--- config.mk ---
export PLATFORM = sky130hd
export DESIGN_NAME = fifo_stream_reader
export DESIGN_NICKNAME = d
export VERILOG_FILES = /design/src/rtl/fifo_stream_reader.sv
export SDC_FILE = /design/constraint.sdc
export NUM_CORES = 1
export LEC_CHECK = 0
export CORE_UTILIZATION = 45
export DETAILED_ROUTE_END_ITERATION = 12
export PLACE_DENSITY = 0.85
export SYNTH_ARGS = -nofsm -noshare
export SYNTH_HDL_FRONTEND = slang
export SYNTH_SLANG_ARGS = --single-unit
export TNS_END_PERCENT = 100
--- constraint.sdc ---
create_clock -name rclk -period 4.8 [get_ports rclk]
set_input_delay 0.96 -clock rclk [delete_from_list [all_inputs] [get_ports rclk]]
set_output_delay 0.96 -clock rclk [all_outputs]
set_load 0.01 [all_outputs]
--- src/rtl/fifo_stream_reader.sv ---
`default_nettype none
// ============================================================================
// Module   : fifo_stream_reader
// Brief    : Drains a first-word-fall-through FIFO into a valid/ready stream
//            through a 2-entry output buffer, framing words into packets.
// Revision : 1.0 - initial release
// ============================================================================
module fifo_stream_reader #(
    parameter int DSIZE   = 32,
    parameter int PKT_LEN = 8,
    parameter int CNT_W   = 16
) (
    input  logic             rclk,
    input  logic             rrst_n,
    input  logic             en,
    input  logic             rempty,
    input  logic [DSIZE-1:0] rdata,
    output logic             rinc,
    output logic             m_valid,
    input  logic             m_ready,
    output logic [DSIZE-1:0] m_data,
    output logic             m_last,
    output logic [CNT_W-1:0] pkt_count
);

    localparam int                  c_BEAT_W    = (PKT_LEN > 1) ? $clog2(PKT_LEN) : 1;
    localparam logic [c_BEAT_W-1:0] c_BEAT_LAST = c_BEAT_W'(PKT_LEN - 1);

    typedef enum logic [1:0] {
        OCC_EMPTY = 2'd0,
        OCC_ONE   = 2'd1,
        OCC_TWO   = 2'd2
    } occ_t;

    occ_t                r_occ;
    logic [DSIZE-1:0]    r_skid;
    logic [c_BEAT_W-1:0] r_beat;
    logic [c_BEAT_W-1:0] w_beat_nxt;
    logic                w_hs;
    logic                w_beat_wrap;
    logic                w_valid_nxt;

    // Pop decision never looks at m_ready, so the FIFO side has no
    // combinational dependency on the downstream consumer.
    assign rinc        = rrst_n && !rempty && en && (r_occ != OCC_TWO);
    assign w_hs        = m_valid && m_ready;
    assign w_beat_wrap = w_hs && (r_beat == c_BEAT_LAST);
    assign w_valid_nxt = rinc || (r_occ == OCC_TWO) || ((r_occ == OCC_ONE) && !w_hs);

    always_comb begin
        w_beat_nxt = r_beat;
        if (w_beat_wrap) begin
            w_beat_nxt = '0;
        end else if (w_hs) begin
            w_beat_nxt = r_beat + 1'b1;
        end
    end

    // The head entry lives directly in m_data; r_skid holds the younger word.
    always_ff @(posedge rclk) begin
        if (!rrst_n) begin
            r_occ     <= OCC_EMPTY;
            r_skid    <= '0;
            r_beat    <= '0;
            pkt_count <= '0;
            m_data    <= '0;
            m_valid   <= 1'b0;
            m_last    <= 1'b0;
        end else begin
            r_beat  <= w_beat_nxt;
            m_valid <= w_valid_nxt;
            m_last  <= w_valid_nxt && (w_beat_nxt == c_BEAT_LAST);
            if (w_beat_wrap) begin
                pkt_count <= pkt_count + 1'b1;
            end
            case (r_occ)
                OCC_EMPTY: begin
                    if (rinc) begin
                        m_data <= rdata;
                        r_occ  <= OCC_ONE;
                    end
                end
                OCC_ONE: begin
                    if (rinc && w_hs) begin
                        m_data <= rdata;
                    end else if (rinc) begin
                        r_skid <= rdata;
                        r_occ  <= OCC_TWO;
                    end else if (w_hs) begin
                        r_occ <= OCC_EMPTY;
                    end
                end
                OCC_TWO: begin
                    if (w_hs) begin
                        m_data <= r_skid;
                        r_occ  <= OCC_ONE;
                    end
                end
                default: begin
                    r_occ <= OCC_EMPTY;
                end
            endcase
        end
    end

endmodule
`default_nettype wire

* After elaboration in Yosys (flattened, before gate mapping)
Index checks and enable logic that the tools add are counted.
** Operators by class
- $add $sub $neg :: 2
- Eq/ne operators :: 10
- Multiplexer cells :: 12
- Bitwise logic cells :: 1
- Reductions and logical operators :: 17
** Operators with widths (number)
- 32-bit two-way mux :: 3
- 32-bit one-hot mux with 3 select lines :: 1
- 16-bit by 1-bit adder with 16-bit output, second input constant :: 1
- 2-bit two-way mux :: 5
- 1-bit logical AND :: 8
- 2-bit inequality test, second input constant :: 4
- 4-bit AND reduction :: 2
- 3-bit equality test, second input constant :: 2
- 3-bit two-way mux :: 2
- 2-bit one-hot mux with 3 select lines :: 1
- 3-bit by 1-bit adder with 3-bit output, second input constant :: 1
- 3-bit inequality test, second input constant :: 1
- 3-bit AND reduction :: 1
- 3-bit nonzero test :: 1
- 2-bit by 1-bit equality test with 1-bit output, second input constant :: 1
- 2-bit equality test, second input constant :: 1
- 1-bit logical NOT :: 2
- 2-bit logical NOT :: 1
- 1-bit logical OR :: 2
- 2-bit by 1-bit inequality test with 1-bit output, second input constant :: 1
- 1-bit inverter :: 1
** Word-level totals
- Register bits :: 87
- Input bits :: 37
- Output and inout port bits :: 51
- Logic and storage cells :: 49

* Logic depth before layout (Yosys ltp)
Gate-level depths: netlist of run 1.
- Depth after elaboration :: 7
- Depth in mapped cells :: 7
- Depth with buffers taken out :: 6

* Least setup slack after synthesis of run 1
Ideal clock, no wire load.
- Path kind :: input to output
- From :: input rrst_n
- To :: output rinc
- Arrival time :: 1454 ps
- Data required time :: 3840 ps
- Slack :: 2386 ps
- Cell stages on the path :: 3
- Buffers on the path :: 1
- Cell sequence :: buf_2 > nand3b_1 > nor2_1
** On the way
- Word-level cells in the longest chain between the ends :: 3
** Ends and longest elaborated chain
- start, declared :: line 14 : input logic rrst_n,
- 1-bit logical AND (3 in a row) :: line 45 : assign rinc = rrst_n && !rempty && en && (r_occ != OCC_TWO);
- end, declared :: line 18 : output logic rinc,
Every way passes these cells.

* Final worst setup path of run 1
Same ends and word-level chain as after synthesis.

==> results of run 1 <==
==> cells by family after synthesis <==
kind of cell,Yosys count
simple gates,125
compound gates,116
flops,87
buf+inv,64
xor+xnor,10
fa+ha+maj,3
mux,2
==> layout by cell type (no fill, tap or decap), types with 5 or more instances in the layout <==
cell type	netlist	layout
clkdlybuf4s50_1	0	87
dfxtp_1	87	87
a21oi_1	73	73
nand2_1	71	71
inv_1	37	37
o221ai_1	32	32
nor2_1	20	20
clkbuf_8	0	11
xnor2_1	8	8
nand3_1	6	6
or3_1	5	5
==> power groups by stage <==
stage	registers, W	logic [W]	clock network, W
3_5_place_dp	0.000768	0.000135	0
5_1_grt	0.000753	0.000147	0.000615
4_1_cts	0.000751	0.000136	0.000586
3_3_place_gp	0.000767	0.000133	0
6_report	0.000751	0.000136	0.000576
2_1_floorplan	0.000774	0.0000488	0
==> metal layers <==
metal	vias to the layer above	share of wire, %	track usage, %
li1	1554	-	-
met3	5	5.5	4.80
met5	-	0	0
met1	1484	44	25.3
met2	104	50	39.8
met4	0	0.71	7.79
==> worst max-delay path by stage <==
stage | from | end | slack, ns | cells past startpoint
2_1_floorplan | rrst_n | rinc | 2.39 | 3
3_3_place_gp | rrst_n | rinc | 0.99 | 4
3_5_place_dp | rrst_n | rinc | 0.98 | 4
4_1_cts | rrst_n | rinc | 0.97 | 4
5_1_grt | rrst_n | rinc | 0.85 | 4
6_report | rrst_n | rinc | 0.96 | 4
==> critical path: cells and delay by family <==
kind                   cells  cell delay, ns
AND/OR/NAND/NOR            2            0.43
buffers and inverters      2            1.49
==> layout make-up <==
type / instances / share of cell area, %
flip-flops and latches: 87 / 38.0
clock buffers: 12 / 3.38
inverters: 38 / 3.11
repair buffers: 90 / 19.5
multi-input cells: 256 / 31.7
clock inverters: 4 / 1.69
well taps: 99 / 2.70
==> sequential cells by signal (all words and copies together), names as in the netlist <==
signal,cells
m_last,1
r_skid,32
m_valid,1
m_data,32
r_beat,3
pkt_count,16
r_occ,2
==> per-stage QoR <==
stage | instance area, um^2 | utilization [%] | hold slack [ns] | instances | setup WS (ns)
3_3_place_gp | 4360 | 59.7 | 0.433 | 570 | 0.991
3_5_place_dp | 4360 | 59.7 | 0.436 | 570 | 0.981
2_1_floorplan | 3420 | - | 0.436 | 407 | 2.39
5_1_grt | 4590 | 62.9 | 0.460 | 586 | 0.854
4_1_cts | 4590 | 62.9 | 0.448 | 586 | 0.967
6_report | 4590 | 62.9 | 0.448 | 586 | 0.956
==> results.json, run 1 <==
{
  "status": "completed",
  "yosysSeqAreaShare_pct": 50.9,
  "drive_gt1_share_pct": 5.34,
  "finalMaxSlewViolations": 0,
  "min_period_ns": 3.84,
  "nets": 522,
  "synth_fa_ha_area_share_pct": 1.10,
  "synth-xor-area-share_pct": 2.56,
  "yosys-top-cells-count": "dfxtp_1 (87), a21oi_1 (73), nand2_1 (71), inv_1 (37), o221ai_1 (32)",
  "power.density_mw_per_mm2": 319,
  "leakagePower_nw": 1.54,
  "grt-ovfl-total": 0,
  "nFillCells": 641,
  "clock_sinks": 87,
  "r2r_start": "r_occ[1]",
  "antenna_found_initial": 0,
  "worst-r2r-setup-slack_ns": 2.26,
  "max_cap_viol_count": 0,
  "hold_viol": 0,
  "track_usage_pct": 21.9,
  "synth_compound_area_share_pct": 21.1,
  "synth-simple-area-share_pct": 16.6,
  "cts.repair.resized": 0,
  "grt_max_degree": 55,
  "critical_path_required_ns": 3.84,
  "ys_ff_latch": 87,
  "root_buffer": "clkbuf_8",
  "tns_ns": 0,
  "final-seq-area_mm2": 0.00174,
  "reg2reg_to": "m_data[11]",
  "cts_tree": "yes",
  "worstRegToRegCells": 4,
  "p_clk_share_pct": 39.4,
  "drt-initial-drc-count": 100,
  "dr.pass1.iters": 5,
  "drt_wl_total_um": 8280,
  "area_growth_pct": 34.1,
  "synth_top_area_share_pct": 50.9,
  "core_mm2": 0.00729,
  "fin_skew_ns": 0.00912,
  "whs_path_depth": 2,
  "rows": 31,
  "postCtsHoldBufs": 0,
  "syn-num-nets": 447,
  "crit_top_cell": "clkdlybuf4s50_1",
  "hp-start": "m_data[3]",
  "clk_latency_ns": 0.34,
  "fmax_ghz": 0.260,
  "clk_path_buf_depth": 2,
  "wl_per_cell_um": 14.1,
  "setup_viol": 0,
  "switching_share_pct": 22.3,
  "fin_crit_sh_pct": 80.1,
  "diodes": 0,
  "cp-start-kind": "input port",
  "cts_buffers": 9,
  "pwr-share-seq_pct": 51.3,
  "holdPathEnd": "m_data[3]",
  "endpoint_kind": "primary output",
  "grt_pass1_wl_um": 13600,
  "synth_ff_type": "dfxtp_1",
  "cp_max_fo": 21,
  "vias": 3147,
  "internal-power_w": 0.00114,
  "crit_slowest_cell": "clkdlybuf4s50_1",
  "crit_chain": "clkdlybuf4s50_1 > nand3b_1 > nor2_1 > clkdlybuf4s50_1",
  "synth_edf_count": 0,
  "crit_type": "in -> out",
  "multi_input_area_mm2": 0.00145,
  "initial_core_util_pct": 46.9,
  "synth_area_mm2": 0.00342,
  "gp_congestion": 0.700,
  "die_area_mm2": 0.00795,
  "arrival_ns": 2.88,
  "tightest_slew_ns": 1.33,
  "yosys.area.top_type": "dfxtp_1",
  "clk_pin_slew_ns": 0.08,
  "drc": 0,
  "post-dp-hpwl_um": 5500,
  "synth_top_family_by_area": "compound AO/OA/AOI/OAI gates",
  "p_comb_share_pct": 9.3,
  "synthArstFlopShare_pct": 0,
  "p_total_w": 0.00146,
  "synth_area_leaders": "dfxtp_1 (51%), a21oi_1 (11%), o221ai_1 (8.2%), nand2_1 (7.8%), inv_1 (4.1%)",
  "via_per_inst": 5.37,
  "htreeDepth": 3,
  "ir_worst_vdd_uv": 145,
  "io_pins": 88,
  "grt_pass1_vias": 3073,
  "slew_headroom_pct": 11.4,
  "synth_most_common_cell": "dfxtp_1",
  "ys_warn_count": 0,
  "post-cts-setup-buffer-count": 0,
  "portBuffers": 87,
  "synth_cell_types": 36,
  "postSynthCellCount": 407,
  "hp-class": "reg -> reg",
  "die-height_um": 89.2,
  "ant_nets": 0,
  "rsz0062_at_grt": "no",
  "die_w_um": 89.2,
  "muxShareOfSynthArea_pct": 0.585,
  "p_sw_w": 0.000326,
  "critical_path.max_stage_delay_ns": 0.94,
  "avgSynthCellArea_um2": 8.40
}
Note: power is estimated with default switching activity, not from simulation.
==> run 2: changes to the inputs <==
--- a/config.mk
+++ b/config.mk
@@ -5,9 +5,9 @@
 export SDC_FILE = /design/constraint.sdc
 export NUM_CORES = 1
 export LEC_CHECK = 0
-export CORE_UTILIZATION = 45
+export CORE_UTILIZATION = 44
 export DETAILED_ROUTE_END_ITERATION = 12
-export PLACE_DENSITY = 0.85
+export PLACE_DENSITY = 0.86
 export SYNTH_ARGS = -nofsm -noshare
 export SYNTH_HDL_FRONTEND = slang
 export SYNTH_SLANG_ARGS = --single-unit
==> constraint.sdc (replaced) <==
create_clock -name rclk -period 3.19 [get_ports rclk]
set_input_delay 0.638 -clock rclk [delete_from_list [all_inputs] [get_ports rclk]]
set_output_delay 0.638 -clock rclk [all_outputs]
set_load 0.01 [all_outputs]
==> results.json, run 2 (synthesis gave the netlist of run 1 again) <==
{
  "cts_buffers": 9,
  "vias": 3174,
  "die_area_mm2": 0.00813,
  "cp_max_fo": 4,
  "crit_slowest_cell": "clkdlybuf4s50_1",
  "grt_pass1_wl_um": 14000,
  "root_buffer": "clkbuf_8",
  "die_w_um": 90.2,
  "slew_headroom_pct": 64.4,
  "hp-start": "m_data[31]",
  "most-common-layout-cells": "clkdlybuf4s50_1 (87), dfxtp_1 (87), a21oi_1 (73), nand2_1 (71), inv_1 (37)",
  "worstRegToRegCells": 7,
  "track_usage_pct": 21.2,
  "fin_skew_ns": 0.00707,
  "tightest_slew_ns": 0.534,
  "min_period_ns": 2.77,
  "ir_worst_vdd_uv": 197,
  "drive_gt1_share_pct": 6.69,
  "grt_max_degree": 35,
  "die-height_um": 90.2,
  "power.density_mw_per_mm2": 459,
  "status": "completed",
  "postCtsHoldBufs": 0,
  "clk_pin_slew_ns": 0.09,
  "tns_ns": 0,
  "crit_chain": "clkdlybuf4s50_1 > nand3b_1 > nor2_1 > clkdlybuf4s50_1",
  "arrival_ns": 2.13,
  "diodes": 0,
  "via_per_inst": 5.36,
  "crit_top_cell": "clkdlybuf4s50_1",
  "ant_nets": 0,
  "finalMaxSlewViolations": 0,
  "grt-ovfl-total": 0,
  "post-dp-hpwl_um": 5740,
  "drt-initial-drc-count": 153,
  "leakagePower_nw": 1.55,
  "area_growth_pct": 35.0,
  "r2r_start": "r_beat[0]",
  "clk_latency_ns": 0.35,
  "rsz0062_at_grt": "no",
  "endpoint_kind": "primary output",
  "dr.pass1.iters": 4,
  "core_mm2": 0.00737,
  "htreeDepth": 3,
  "nets": 528,
  "finalWorstSetupSlack_ns": 0.425,
  "clock_sinks": 87,
  "cp-start-kind": "input port",
  "hp-class": "reg -> reg",
  "gp_congestion": 0.778,
  "setup_viol": 0,
  "rows": 31,
  "fin_crit_sh_pct": 86.7,
  "fmax_ghz": 0.362,
  "portBuffers": 87,
  "cts.repair.resized": 0,
  "antenna_found_initial": 0,
  "drc": 0,
  "clk_path_buf_depth": 2,
  "initial_core_util_pct": 46.4,
  "crit_type": "in -> out",
  "drt_wl_total_um": 8520,
  "reg_top3": "m_data: 32 flops, r_skid: 32 flops, pkt_count: 16 flops",
  "critical_path.max_stage_delay_ns": 0.58,
  "max_cap_viol_count": 0,
  "post-cts-setup-buffer-count": 0,
  "critPathLaunch": "rrst_n",
  "hold_viol": 0,
  "cts_tree": "yes",
  "grt_pass1_vias": 2984,
  "io_pins": 88,
  "dp_slack_ns": 0.458,
  "critical_path_required_ns": 2.55,
  "wl_per_cell_um": 14.4,
  "whs_path_depth": 2
}
-- run 2: cell count changes in the layout (fill, tap and decap cells not counted), sizes merged --
cell      before  now
buf            3    9
clkbuf        12   10
clkinvlp       0    2
inv           38   40
bufinv         2    1
clkinv         2    1
-- run 2: critical path: cells and delay by family --
family | cells | cell delay (ns)
buf+inv | 2 | 1.14
simple gates | 2 | 0.36
-- run 2: area by class of cell --
| cell class | instances | area (um^2) |
|---|---|---|
| Timing Repair Buffer | 96 | 951 |
| Clock inverter | 6 | 67.6 |
| Multi-Input combinational cell | 256 | 1450 |
| Sequential cell | 87 | 1740 |
| Clock buffer | 10 | 138 |
| Fill cell | 640 | 2750 |
| Tap cell | 99 | 124 |
| Inverter | 38 | 143 |
-- run 2: final timing paths --
kind	endpoint	slack, ns
setup / recovery	rinc	0.42
setup reg to reg	pkt_count[14]	1.10
hold / removal	m_data[31]	0.45
hold reg to reg	m_data[31]	0.45
-- run 2: through the flow --
stage	cell area [um^2]	hold WS (ns)	util (%)	cells	total power [W]
floorplan	3420	0.436	-	407	0.00124
global placement	4410	0.433	59.9	576	0.00136
detailed placement	4410	0.437	59.9	576	0.00136
CTS	4620	0.451	62.7	592	0.00214
global route	4620	0.467	62.7	592	0.00221
finish	4620	0.448	62.7	592	0.00212
-- run 2: per-layer routing --
metal  part of all wire (%)  wire length [um]  GRT usage (%)  vias to the layer above
met5                      0                 0              0                        -
met4                   0.88                75           8.06                        0
met3                    5.6               481           4.48                        8
met2                     49              4160           35.7                       85
met1                     45              3800           26.5                     1509
li1                       -                 -              -                     1572
-- run 2: where the power goes --
group	total, W	internal (W)	leakage [nW]	switching, W
clock	0.000781	0.000387	0.0993	0.000393
sequential	0.00113	0.00111	0.705	0.0000170
combinational	0.000209	0.000113	0.747	0.0000961
